--- config.mk ---
export PLATFORM = sky130hd
export DESIGN_NAME = axi_mem_bridge
export DESIGN_NICKNAME = d
export VERILOG_FILES = /design/src/rtl/axi_bridge_pkg.sv /design/src/rtl/rr_arbiter.sv /design/src/rtl/axi_mem_bridge.sv
export SDC_FILE = /design/constraint.sdc
export NUM_CORES = 1
export LEC_CHECK = 0
export CORE_AREA = 4 4 151 153
export DETAILED_ROUTE_END_ITERATION = 6
export DIE_AREA = 0 0 155 157
export HOLD_SLACK_MARGIN = 0.02
export MAX_ROUTING_LAYER = met4
export SLEW_MARGIN = 20
export SYNTH_ARGS = -nofsm -noshare
export SYNTH_HDL_FRONTEND = slang
export SYNTH_SLANG_ARGS = --single-unit
--- constraint.sdc ---
create_clock -name aclk -period 3.6 [get_ports aclk]
set_input_delay 0.36 -clock aclk [delete_from_list [all_inputs] [get_ports aclk]]
set_output_delay 0.36 -clock aclk [all_outputs]
set_load 0.05 [all_outputs]
--- src/rtl/axi_bridge_pkg.sv ---
// Shared encodings, FSM states and the latched command record for the AXI memory bridge.
package axi_bridge_pkg;

    localparam logic [1:0] BURST_INCR = 2'b01;
    localparam logic [1:0] RESP_OKAY  = 2'b00;

    typedef enum logic [1:0] {
        RD_IDLE,
        RD_AR,
        RD_R
    } rd_state_t;

    typedef enum logic [1:0] {
        WR_IDLE,
        WR_AW,
        WR_W,
        WR_B
    } wr_state_t;

    typedef struct packed {
        logic [31:0] addr;
        logic [3:0]  len;
        logic [2:0]  size;
    } axi_cmd_t;

endpackage

--- src/rtl/rr_arbiter.sv ---
// Round-robin pick among eligible requesters, search starting at ptr; one-hot grant plus index.
module rr_arbiter #(
    parameter int N     = 2,
    parameter int PTR_W = 1
) (
    input  logic [N-1:0]     req,
    input  logic [N-1:0]     elig,
    input  logic [PTR_W-1:0] ptr,
    output logic [N-1:0]     gnt,
    output logic [PTR_W-1:0] gnt_idx,
    output logic             any_gnt
);

    always_comb begin
        int idx;
        logic [PTR_W-1:0] sel;
        gnt     = '0;
        gnt_idx = '0;
        any_gnt = 1'b0;
        idx     = 0;
        sel     = '0;
        for (int k = 0; k < N; k++) begin
            idx = int'(ptr) + k;
            if (idx >= N) idx = idx - N;
            sel = PTR_W'(idx);
            if (!any_gnt && req[sel] && elig[sel]) begin
                any_gnt  = 1'b1;
                gnt[sel] = 1'b1;
                gnt_idx  = sel;
            end
        end
    end

endmodule

--- src/rtl/axi_mem_bridge.sv ---
// Funnels NUM_RD read clients and one write client onto a single AXI3 master port,
// one outstanding read and one outstanding write, with a same-block read-after-write stall.
module axi_mem_bridge
    import axi_bridge_pkg::*;
#(
    parameter int         NUM_RD   = 2,
    parameter int         HZ_SHIFT = 4,
    parameter logic [3:0] WR_ID    = 4'hF
) (
    input  logic                  aclk,
    input  logic                  areset,
    // read clients
    input  logic [NUM_RD-1:0]     rd_req,
    input  logic [NUM_RD*32-1:0]  rd_addr,
    input  logic [NUM_RD*4-1:0]   rd_len,
    input  logic [NUM_RD*3-1:0]   rd_size,
    output logic [NUM_RD-1:0]     rd_gnt,
    output logic [NUM_RD-1:0]     rd_valid,
    output logic [31:0]           rd_data,
    output logic                  rd_last,
    // write client
    input  logic                  wr_req,
    input  logic [31:0]           wr_addr,
    input  logic [3:0]            wr_len,
    input  logic [2:0]            wr_size,
    output logic                  wr_gnt,
    input  logic [31:0]           wr_wdata,
    input  logic [3:0]            wr_wstrb,
    input  logic                  wr_wvalid,
    output logic                  wr_wready,
    output logic                  wr_done,
    output logic                  wr_err,
    // AXI3 read address / data
    output logic [3:0]            arid,
    output logic [31:0]           araddr,
    output logic [3:0]            arlen,
    output logic [2:0]            arsize,
    output logic [1:0]            arburst,
    output logic [1:0]            arlock,
    output logic [3:0]            arcache,
    output logic [2:0]            arprot,
    output logic                  arvalid,
    input  logic                  arready,
    input  logic [3:0]            rid,
    input  logic [31:0]           rdata,
    input  logic                  rlast,
    input  logic                  rvalid,
    output logic                  rready,
    // AXI3 write address / data / response
    output logic [3:0]            awid,
    output logic [31:0]           awaddr,
    output logic [3:0]            awlen,
    output logic [2:0]            awsize,
    output logic [1:0]            awburst,
    output logic [1:0]            awlock,
    output logic [3:0]            awcache,
    output logic [2:0]            awprot,
    output logic                  awvalid,
    input  logic                  awready,
    output logic [3:0]            wid,
    output logic [31:0]           wdata,
    output logic [3:0]            wstrb,
    output logic                  wlast,
    output logic                  wvalid,
    input  logic                  wready,
    input  logic [1:0]            bresp,
    input  logic                  bvalid,
    output logic                  bready
);

    localparam int PTR_W = (NUM_RD > 1) ? $clog2(NUM_RD) : 1;

    logic [NUM_RD-1:0][31:0] rd_addr_a;
    logic [NUM_RD-1:0][3:0]  rd_len_a;
    logic [NUM_RD-1:0][2:0]  rd_size_a;

    assign rd_addr_a = rd_addr;
    assign rd_len_a  = rd_len;
    assign rd_size_a = rd_size;

    rd_state_t          rd_state, rd_state_d;
    wr_state_t          wr_state, wr_state_d;
    axi_cmd_t           rd_cmd_q, wr_cmd_q;
    logic [PTR_W-1:0]   ptr_q, win_q, pick_idx;
    logic [NUM_RD-1:0]  elig, pick_gnt;
    logic               pick_any, pick_en, ar_hs, w_hs, wr_busy;
    logic [3:0]         beat_cnt;

    assign wr_busy = (wr_state != WR_IDLE);

    // Per-client hazard mask and rid-routed beat valid.
    for (genvar gi = 0; gi < NUM_RD; gi++) begin : g_client
        assign elig[gi]     = !(wr_busy && (rd_addr_a[gi][31:HZ_SHIFT] == wr_cmd_q.addr[31:HZ_SHIFT]));
        assign rd_valid[gi] = (rd_state == RD_R) && rvalid && (rid == 4'(gi));
    end

    rr_arbiter #(.N(NUM_RD), .PTR_W(PTR_W)) u_arb (
        .req     (rd_req),
        .elig    (elig),
        .ptr     (ptr_q),
        .gnt     (pick_gnt),
        .gnt_idx (pick_idx),
        .any_gnt (pick_any)
    );

    // Arbitrate also on the final R beat so the next AR can go out the following cycle.
    assign pick_en = (rd_state == RD_IDLE) || ((rd_state == RD_R) && rvalid && rlast);
    assign ar_hs   = (rd_state == RD_AR) && arready;

    always_ff @(posedge aclk or posedge areset) begin
        if (areset) begin
            rd_state <= RD_IDLE;
            ptr_q    <= '0;
            win_q    <= '0;
            rd_cmd_q <= '0;
        end else begin
            rd_state <= rd_state_d;
            if (pick_en && pick_any) begin
                win_q    <= pick_idx;
                rd_cmd_q <= '{addr: rd_addr_a[pick_idx], len: rd_len_a[pick_idx], size: rd_size_a[pick_idx]};
            end
            if (ar_hs)
                ptr_q <= (win_q == PTR_W'(NUM_RD - 1)) ? '0 : win_q + PTR_W'(1);
        end
    end

    always_comb begin
        rd_state_d = rd_state;
        arvalid    = 1'b0;
        rready     = 1'b0;
        rd_last    = 1'b0;
        rd_gnt     = '0;
        case (rd_state)
            RD_IDLE: if (pick_any) rd_state_d = RD_AR;
            RD_AR: begin
                arvalid = 1'b1;
                if (arready) begin
                    rd_gnt[win_q] = 1'b1;
                    rd_state_d    = RD_R;
                end
            end
            RD_R: begin
                rready  = 1'b1;
                rd_last = rvalid && rlast;
                if (rvalid && rlast) rd_state_d = pick_any ? RD_AR : RD_IDLE;
            end
            default: rd_state_d = RD_IDLE;
        endcase
    end

    assign arid    = 4'(win_q);
    assign araddr  = rd_cmd_q.addr;
    assign arlen   = rd_cmd_q.len;
    assign arsize  = rd_cmd_q.size;
    assign arburst = BURST_INCR;
    assign arlock  = '0;
    assign arcache = '0;
    assign arprot  = '0;
    assign rd_data = rdata;

    assign w_hs = (wr_state == WR_W) && wr_wvalid && wready;

    always_ff @(posedge aclk or posedge areset) begin
        if (areset) begin
            wr_state <= WR_IDLE;
            wr_cmd_q <= '0;
            beat_cnt <= '0;
        end else begin
            wr_state <= wr_state_d;
            if ((wr_state == WR_IDLE) && wr_req)
                wr_cmd_q <= '{addr: wr_addr, len: wr_len, size: wr_size};
            if (w_hs)
                beat_cnt <= wlast ? 4'd0 : beat_cnt + 4'd1;
        end
    end

    always_comb begin
        wr_state_d = wr_state;
        awvalid    = 1'b0;
        wr_gnt     = 1'b0;
        wvalid     = 1'b0;
        wr_wready  = 1'b0;
        wlast      = 1'b0;
        bready     = 1'b0;
        wr_done    = 1'b0;
        wr_err     = 1'b0;
        case (wr_state)
            WR_IDLE: if (wr_req) wr_state_d = WR_AW;
            WR_AW: begin
                awvalid = 1'b1;
                if (awready) begin
                    wr_gnt     = 1'b1;
                    wr_state_d = WR_W;
                end
            end
            WR_W: begin
                wvalid    = wr_wvalid;
                wr_wready = wready;
                wlast     = (beat_cnt == wr_cmd_q.len);
                if (w_hs && wlast) wr_state_d = WR_B;
            end
            WR_B: begin
                bready = 1'b1;
                if (bvalid) begin
                    wr_done    = 1'b1;
                    wr_err     = (bresp != RESP_OKAY);
                    wr_state_d = WR_IDLE;
                end
            end
            default: wr_state_d = WR_IDLE;
        endcase
    end

    assign awid    = WR_ID;
    assign awaddr  = wr_cmd_q.addr;
    assign awlen   = wr_cmd_q.len;
    assign awsize  = wr_cmd_q.size;
    assign awburst = BURST_INCR;
    assign awlock  = '0;
    assign awcache = '0;
    assign awprot  = '0;
    assign wid     = WR_ID;
    assign wdata   = wr_wdata;
    assign wstrb   = wr_wstrb;

endmodule

Word level (Yosys, flattened, before mapping):

Index checks and enable logic that the tools add are counted.

* flip-flop bits (word level): 88
* bits of input ports: 203
* output and inout port bits: 195
* word-level logic and storage cells: 117

* add/sub/neg operators: 5
* order comparisons: 7
* equality and inequality tests: 16
* muxes and demuxes: 50
* reductions and logical operators: 28

Operators with widths (count)
* $mux W32: 2
* $eq A28 B28 Y1: 2
* $mux W1: 31
* $mux W2: 9
* $logic_and A1 B1 Y1: 17
* $mux W4: 3
* $ne A2 B2 Y1 const B: 5
* $lt A1 B2 Y1 const B: 4
* $pmux W2 S4: 1
* $eq A2 B2 Y1 const B: 3
* $mux W3: 2
* $pmux W2 S3: 1
* $add A4 B1 Y4 const B: 1
* $eq A2 B1 Y1 const B: 2
* $eq A4 B1 Y1 const B: 1
* $eq A4 B4 Y1: 1
* $logic_not A2 Y1: 2
* $logic_not A4 Y1: 1
* $ne A2 B1 Y1 const B: 2
* $reduce_and A4 Y1: 1
* $reduce_bool A2 Y1: 2
* $logic_not A1 Y1: 3
* $reduce_and A3 Y1: 1
* $add A1 B1 Y2 const B: 1
* 7 further kinds: 8

Longest topological paths before layout:

Gate-level depths: netlist of run 1.

* depth after elaboration: 14
* mapped depth: 9
* depth with buffers taken out: 7

Modules after synthesis:

Synthesis of run 1 repeated with hierarchy kept, for this count alone.

* cell total of the unflattened synthesis: 518
* area, all modules: 5352.6 um2

By module, submodules not included
* axi_mem_bridge: times used 1, cells each 512, area each 5315.1 um2, sequential area each 2202.1 um2
* rr_arbiter: times used 1, cells each 6, area each 37.5 um2, sequential area each 0.0 um2

Worst setup path before layout of run 1:

No wires, ideal clock.

* path type: register to output
* start point: reg rd_state[0]
* end point: out rd_valid[0]
* data arrival time: 2.239 ns
* setup slack: 1.001 ns
* stages on the path, launching flop included: 4
* buffers on the path: 0
* cell sequence: dfrtp_1 nand2b_1 nor3_1 nor4bb_1

* cells in the longest elaborated chain, start to end: 3

RTL lines
* from (decl): RTL line axi_mem_bridge.sv:81 `rd_state_t rd_state, rd_state_d;`
* from (signal assigned): RTL line axi_mem_bridge.sv:117 `rd_state <= rd_state_d;`
* $eq A2 B2 Y1: RTL line axi_mem_bridge.sv:94 `assign rd_valid[gi] = (rd_state == RD_R) && rvalid && (rid == 4'(gi));`
* $logic_and A1 B1 Y1 (2 in a row): RTL line axi_mem_bridge.sv:94
* to (decl): RTL line axi_mem_bridge.sv:18 `output logic [NUM_RD-1:0] rd_valid,`

No other way between the ends.

Final worst setup path of run 1:

* start point: reg wr_cmd_q (netlist bit awlen[1])
* end point: out wlast

* cells in the longest elaborated chain, start to end: 2

RTL lines
* from (decl): RTL line axi_mem_bridge.sv:83 `axi_cmd_t rd_cmd_q, wr_cmd_q;`
* from (signal assigned): RTL line axi_mem_bridge.sv:171 `wr_cmd_q <= '{addr: wr_addr, len: wr_len, size: wr_size};`
* $eq A4 B4 Y1: RTL line axi_mem_bridge.sv:199 `wlast = (beat_cnt == wr_cmd_q.len);`
* $mux W1: RTL line axi_mem_bridge.sv:187 `case (wr_state)`
* to (decl): RTL line axi_mem_bridge.sv:63 `output logic wlast,`

No other way between the ends.

==> summary.txt, run 1 <==
Required time of the critical path: 3.24 ns
CP arrival: 2.40 ns
Largest net degree at the start of global routing: 61
Final ANT Viol Nets: 0
CTS tree: yes
# nets final: 929
Crit start category: flop
Initial antenna violation count: 0
Worst slew pin tran: 0.911 ns
Post-synth EDFFs: 0
Routed met3 length: 1.91 mm
Total power: 7870 µW
Setup Slack @ Placement: 0.354 ns
CTS root buf: clkbuf_16
Die Y: 157 µm
Post-DP HPWL: 16.6 mm
Worst-skew pair later-pin latency: 0.35 ns
Unrepaired setup endpoints after global routing: false
Layout cells sized above 1: 11.2%
Internal: 3770 µW
Commonest non-fill, non-tap cell in the layout: clkdlybuf4s50_1
Leak: 0.00306 µW
M1 wire length: 8.78 mm
Fin. max-slew vios: 0
Flop pwr share: 25.3%
Clock Power Share: 12.4%
Clk_skew: 0.0114 ns
Post-route DRC: 0
CP Capture Type: primary output
ANT cells: 0
Clock transition at path regs: 0.06 ns
Synthesized area per cell: 9.69 µm²
Die area: 24300 µm²
Setup TNS: 0 ns
Final wirelength: 21.7 mm
Post-cts sizing count: 0
Net Sw Frac: 52.0%
Drt initial violations: 235
Total number of yosys warnings: 0
Post-Syn Area: 5530 µm²
Boundary Pins: 398
Post-synth cell types: 41
Most frequent cells in the layout: 228 x clkdlybuf4s50_1, 88 x dfrtp_1, 45 x nand3_1, 41 x o21ai_1, 40 x nor3_1
Clock buffer depth: 2
Syn Inst Count: 571
First-pass DRT Iterations: 4
Fillcell total: 2245
Predominant post-synthesis flop cell: dfrtp_1
Worst vdd ir: 0.545 mV
CP bufs+invs: 2
Setup-failing EPs final: 0
Fmax: 362 MHz
Relative slew slack: 39.3%
Cell Rows: 54
Port Buffers: 228
Initial Util: 25.7%
Setup ws final: 0.837 ns
Final worst-path cycle share: 76.8%
Vias in the first global route: 5064
Comb pwr share: 62.3%
Synthesized flop and latch total: 88
WHS: 0.510 ns
Critical path's slowest cell: clkdlybuf4s50_1
# hold bufs at CTS: 0
All-Layer GR Usage: 17.8%
Met2 WL: 10.6 mm
Final min period: 2.76 ns
Crit-path max FO: 5
Status: finished clean
Psw: 4090 µW
Grt ovf: 0
First-pass GRT wire length: 31.5 mm
RD Place Congestion: 0.746
Critical Path Max Stage Delay: 0.82 ns
Clk sinks: 88
Reg area: 2200 µm²
CTS buffer count: 9
Ys async rst share: 100%
Util after Layout: 36.2%
P&R area growth vs syn: 41.2%
Top layer reached by signal wires: met4
CORE AREA: 21600 µm²
Worst Setup Path Type: reg2out
DR vias: 4739
Die X: 155 µm
Worst hold path class: reg2reg
# Post-CTS Setup Buffers: 0
Worst r2r src: awaddr[22]
Routed len/inst: 21.6 µm
Via density: 4.72
Crit. Startpoint: awlen[1]
Hold path startpoint: awaddr[2]
Multi-input gate area: 2510 µm²
CP delay by family, top: buffers and inverters
H-tree Lvls: 3
PD cells: 1010 nW/µm²
Crit-path cells: xor2_1 -> nor4_1 -> buf_4 -> and2_1 -> clkdlybuf4s50_1
Fin. Hold Viols: 0
Max-cap violations: 0
Sequential element share of the synthesized area: 39.8%
==> state kept, by name, indices dropped and copies added (netlist names) <==
name,count
arsize,3
awsize,3
awaddr,32
rd_state,2
ptr_q,1
awlen,4
arlen,4
wr_state,2
beat_cnt,4
win_q,1
araddr,32
==> synth_stat cells (3+ instances only) <==
| library cell | instances | share of area [%] |
|---|---|---|
| xor2_1 | 30 | 4.8 |
| o21ai_1 | 41 | 3.7 |
| buf_2 | 8 | 0.72 |
| a21oi_1 | 3 | 0.27 |
| nor2_1 | 6 | 0.41 |
| o21ai_0 | 5 | 0.45 |
| clkbuf_1 | 18 | 1.2 |
| nand3_1 | 45 | 4.1 |
| nand2b_1 | 3 | 0.34 |
| inv_1 | 9 | 0.61 |
| ha_1 | 6 | 1.4 |
| a31oi_1 | 39 | 4.4 |
| nor4_1 | 7 | 0.79 |
| xnor2_1 | 30 | 4.8 |
| and2_1 | 5 | 0.57 |
| dfrtp_1 | 88 | 40 |
| nand2_1 | 11 | 0.75 |
| buf_6 | 5 | 1.0 |
| mux2_2 | 39 | 7.9 |
| buf_4 | 104 | 14 |
| nand4_1 | 6 | 0.68 |
| nor3_1 | 40 | 3.6 |
==> path summary, 6_finish.rpt <==
| kind | to | slack (ns) | cells after the start |
|---|---|---|---|
| min in group asynchronous | awaddr[24] | 0.52 | 2 |
| worst max register to register | rd_state[0] | 0.86 | 6 |
| max in group asynchronous | awaddr[0] | 2.34 | 3 |
| worst max-delay path | wlast | 0.84 | 5 |
| worst min register to register | awaddr[2] | 0.51 | 1 |
| worst min-delay path | awaddr[2] | 0.51 | 1 |
==> per-layer routing <==
layer | vias up | track usage, %
met2 | 236 | 29.9
met3 | 38 | 5.88
li1 | 2163 | -
met1 | 2302 | 20.5
met5 | - | -
met4 | 0 | 5.21
==> through the flow <==
step / std cells / cell area, µm²
after floorplan: 602 / 5650
after global placement: 989 / 7510
final: 1005 / 7810
after CTS: 1005 / 7810
after global routing: 1005 / 7810
after detailed placement: 989 / 7510
==> worst reg2reg max path: stages (launching register included) <==
cell and delay, ns:
dfrtp_1 0.43, xnor2_1 0.33, nand4_1 0.20, nor4_2 0.63
a21oi_4 0.11, or2_2 0.63, a21o_1 0.32
==> power groups by stage <==
stage / Sequential [µW] / Clock (µW) / Combinational [µW]
floorplan: 3450 / 0 / 1900
global placement: 2010 / 0 / 4960
detailed placement: 2020 / 0 / 4970
CTS: 2000 / 1010 / 4990
global route: 2070 / 1050 / 5180
finish: 1990 / 976 / 4910
==> area by class of cell <==
class	count	share of cell area, %
inverter	9	0.465
timing repair buffer	242	30.9
tap	280	4.49
clock buffer	13	3.59
sequential	88	28.2
multi-input combinational	370	32.1
clock inverter	3	0.288
==> cells by family after synthesis <==
group,Yosys count,share of synthesized area [%]
flops,88,39.8
fa+ha+maj,6,1.36
buf+inv,144,17.7
simple gates,133,13.0
compound gates,99,10.6
xor+xnor,60,9.50
other cells,2,0.136
mux,39,7.94
Power figures use the tool's default switching activity.
==> inputs of run 2 (changes only) <==
Settings changed: CORE_AREA 4 4 151 153 to 4 4 153 155, DIE_AREA 0 0 155 157 to 0 0 157 159.
Clock period 3.6 ns to 2.3 ns, I/O delays scaled along.
==> summary.txt, run 2 (same netlist as run 1, synthesis figures left out) <==
Status: finished clean
Die area: 25000 µm²
Initial Util: 25.3%
Fmax: 452 MHz
Top layer reached by signal wires: met4
Worst-skew pair later-pin latency: 0.35 ns
M1 wire length: 8.88 mm
Critical Path Max Stage Delay: 0.45 ns
H-tree Lvls: 3
Worst slew pin tran: 0.628 ns
Final min period: 2.21 ns
CTS buffer count: 9
R2R depth: 9
RD Place Congestion: 0.758
Clock buffer depth: 2
Crit-path cells: xor2_2 -> nor4_4 -> buf_4 -> and4_1 -> buf_6 -> a21oi_4 -> or2_4 -> buf_8 -> a21o_1
Most frequent cells in the layout: 217 x clkdlybuf4s50_1, 79 x dfrtp_1, 51 x buf_4, 45 x nand3_1, 39 x mux2_2
R2R Setup Slk: 0.09 ns
Routed met3 length: 2.39 mm
First-pass GRT wire length: 33.0 mm
Final worst-path cycle share: 96.2%
Setup ws final: 0.0870 ns
Multi-input gate area: 2770 µm²
# hold bufs at CTS: 0
Reg area: 2210 µm²
Levels on crit path: 9
Final wirelength: 22.9 mm
Grt ovf: 0
Worst Setup Path Type: reg2reg
Worst hold path class: in2async
CORE AREA: 21800 µm²
Die X: 157 µm
CTS root buf: clkbuf_16
P&R area growth vs syn: 56.8%
Required time of the critical path: 2.53 ns
Critical path's slowest cell: dfrtp_2
CP arrival: 2.45 ns
Max-cap violations: 0
Initial antenna violation count: 0
Boundary Pins: 398
Leak: 0.00347 µW
CTS tree: yes
All-Layer GR Usage: 18.1%
Drt initial violations: 180
Worst vdd ir: 0.829 mV
Layout cells sized above 1: 24.4%
CP delay by family, top: simple AND/OR/NAND/NOR gates
# nets final: 979
Util after Layout: 39.7%
Setup Slack @ Placement: -0.478 ns
DR vias: 4886
Largest net degree at the start of global routing: 89
ANT cells: 0
Fin. Hold Viols: 0
Crit-path max FO: 5
PD cells: 1550 nW/µm²
First-pass DRT Iterations: 4
Routed len/inst: 21.8 µm
Setup-failing EPs final: 0
Clk sinks: 88
Total power: 13500 µW
Relative slew slack: 58.0%
Fillcell total: 2172
Unrepaired setup endpoints after global routing: true
CP bufs+invs: 3
CP Capture Type: flop
Clk_skew: 0.0121 ns
Post-route DRC: 0
Crit start category: flop
Met2 WL: 11.3 mm
Vias in the first global route: 5175
Fin. max-slew vios: 0
Cell Rows: 54
Clock transition at path regs: 0.07 ns
Commonest non-fill, non-tap cell in the layout: clkdlybuf4s50_1
Die Y: 159 µm
Post-DP HPWL: 17.5 mm
Port Buffers: 228
Via density: 4.63
Final ANT Viol Nets: 0
[run 2: cell count changes in the layout (fill, tap and decap cells not counted), sizes merged]
cell and change:
bufinv +3, dlygate4sd2 +2, clkinvlp +2, inv -1, buf +56, clkdlybuf4s50 -11, clkinv -1
[run 2: tightest hold or removal path, cell delays in order]
cell and delay (ns):
clkdlybuf4s50_1 0.44, clkinvlp_4 0.10, buf_12 0.39
[run 2: worst paths after layout]
check | end | startpoint
setup / recovery | rd_state[0] | awaddr[21]
hold / removal | arsize[2] | areset
setup reg to reg | rd_state[0] | awaddr[21]
hold reg to reg | awaddr[0] | awaddr[0]
max in group asynchronous | awaddr[14] | areset
min in group aclk | wdata[16] | wr_wdata[16]
[run 2: repair_timing]
| action | in CTS | in global routing |
|---|---|---|
| cloned | 0 | 3 |
| setup buffers | 4 | 3 |
| pin swaps | 4 | 13 |
| resized for setup | 18 | 54 |
| endpoints found under the setup margin | 43 | 41 |
[run 2: final cells by class]
cell class	count	area share [%]
clock buffer	10	2.64
clock inverter	6	1.33
inverter	9	0.433
multi-input combinational	370	31.9
sequential	88	25.5
tap	280	4.04
timing repair buffer	292	34.1
[run 2: layer usage]
layer  vias up  track usage [%]
met2       247             29.7
met5         -                -
met1      2335             20.7
li1       2265                -
met4         0             4.30
met3        39             7.42
[run 2: power by group]
group	total (µW)	leakage, µW	internal [µW]	switching (µW)
Combinational	8640	0.00230	3370	5270
Sequential	3090	0.00101	2350	739
Clock	1740	0.000163	1070	666
[run 2: per-stage QoR]
stage	area, µm²	TNS [ns]	hold slack, ns	std cells
final	8670	0	0.385	1055
after global placement	7880	-16.16	0.460	1029
after global routing	8670	-0.0879	0.424	1055
after CTS	8340	0	0.401	1049
after detailed placement	7880	-17.14	0.460	1029
after floorplan	5660	0	0.381	602
==> inputs of run 3 (changes only) <==
Settings changed: CORE_AREA 4 4 153 155 to 2 2 156 158, DIE_AREA 0 0 157 159 to 0 0 158 160.
==> summary.txt, run 3 (same netlist as run 1, synthesis figures left out) <==
Post-DP HPWL: 17.3 mm
Crit-path max FO: 39
Final worst-path cycle share: 94.4%
Critical path's slowest cell: dfrtp_1
Crit-path cells: xor2_1 -> buf_4 -> nor4_2 -> and4_4 -> a21oi_4 -> buf_4 -> nor3_1 -> a31oi_1
CORE AREA: 23800 µm²
Flop pwr share: 24.2%
Die area: 25300 µm²
Port Buffers: 228
Leak: 0.00330 µW
Layout cells sized above 1: 18.4%
Fin. Hold Viols: 0
Worst hold path class: in2async
Final ANT Viol Nets: 0
Clock Power Share: 12.5%
Internal: 6320 µW
Finished layout cell area: 8290 µm²
Cell Rows: 57
Grt ovf: 0
Worst Setup Path Type: reg2reg
Psw: 6520 µW
CTS root buf: clkbuf_16
Initial Util: 23.2%
All-Layer GR Usage: 17.9%
Clock buffer depth: 2
Clk_skew: 0.00819 ns
Largest net degree at the start of global routing: 57
Worst vdd ir: 0.717 mV
Boundary Pins: 398
P&R area growth vs syn: 50.0%
Crit-path most repeated cell: buf_4
Worst slew pin tran: 0.594 ns
Drt initial violations: 256
Max-cap violations: 0
Clock transition at path regs: 0.07 ns
Setup ws final: 0.129 ns
Critical Path Max Stage Delay: 0.43 ns
Setup-failing EPs final: 0
RD Place Congestion: 0.803
Relative slew slack: 60.3%
PD cells: 1550 nW/µm²
Fmax: 461 MHz
Vias in the first global route: 5144
Commonest non-fill, non-tap cell in the layout: clkdlybuf4s50_1
CP bufs+invs: 2
Status: finished clean
CTS tree: yes
CTS buffer count: 9
Most frequent cells in the layout: 218 x clkdlybuf4s50_1, 84 x dfrtp_1, 45 x nand3_1, 41 x o21ai_1
ANT cells: 0
Required time of the critical path: 2.53 ns
Post-route DRC: 0
Net Sw Frac: 50.8%
Clk sinks: 88
Setup Slack @ Placement: -0.319 ns
CP arrival: 2.40 ns
Placed Cells: 1061
Final wirelength: 22.0 mm
Routed len/inst: 20.4 µm
Comb pwr share: 63.3%
R2R Setup Slk: 0.13 ns
CP Capture Type: flop
Fin. max-slew vios: 0
Final Non-Filler Cells: 1078
# hold bufs at CTS: 0
Initial antenna violation count: 0
Crit start category: flop
First-pass GRT wire length: 32.4 mm
DR vias: 4861
CP delay by family, top: simple AND/OR/NAND/NOR gates
Die X: 158 µm
Die Y: 160 µm
Worst-skew pair later-pin latency: 0.35 ns
H-tree Lvls: 3
Placed inst area: 7860 µm²
Final min period: 2.17 ns
# nets final: 958
First-pass DRT Iterations: 4
Via density: 4.51
Unrepaired setup endpoints after global routing: false
## run 3: what timing repair did
item | 4_1_cts | 5_1_grt
pin swaps | 1 | 5
gates resized for setup | 8 | 17
endpoints found under the setup margin | 41 | 42
buffers inserted | 0 | 1
## run 3: stage by stage
stage,utilization (%),total power (µW),TNS (ns),hold slack [ns]
final,34.8,12800,0,0.303
after global routing,34.8,13600,0,0.330
after CTS,34.4,12900,0,0.300
after detailed placement,33.0,11200,-10.22,0.460
after global placement,33.0,11200,-10.74,0.460
after floorplan,-,8370,0,0.381
## run 3: path summary, 6_finish.rpt
path | start | to | cells after the start
worst min register to register | awsize[0] | awsize[0] | 1
worst max register to register | awaddr[26] | araddr[11] | 8
worst min-delay path | areset | araddr[1] | 3
worst max-delay path | awaddr[26] | araddr[11] | 8
min in group aclk | rd_addr[35] | araddr[3] | 3
max in group asynchronous | areset | awaddr[9] | 3
## run 3: cell type report
cell class | count | area (µm²)
sequential | 88 | 2210
timing repair buffer | 271 | 2720
fill | 2449 | 15500
multi-input combinational | 370 | 2610
inverter | 9 | 37.5
clock inverter | 6 | 75.1
tap | 324 | 405
clock buffer | 10 | 239
## run 3: power by group through the flow
stage | clock (µW) | combinational (µW) | sequential (µW)
after floorplan | 0 | 2980 | 5400
after global placement | 0 | 8070 | 3100
after detailed placement | 0 | 8100 | 3110
after CTS | 1680 | 8170 | 3100
after global routing | 1730 | 8600 | 3230
final | 1610 | 8130 | 3100
## run 3: worst min-delay path, delay by kind of cell
kind	cells	cell delay, ns
buf+inv	3	0.78
## run 3: per-layer routing
metal	global-route usage, %	up-vias	part of all wire, %
met5	-	-	0
met3	6.57	42	9.6
met2	30.2	247	50
li1	-	2225	-
met4	5.16	0	2.2
met1	19.7	2347	38
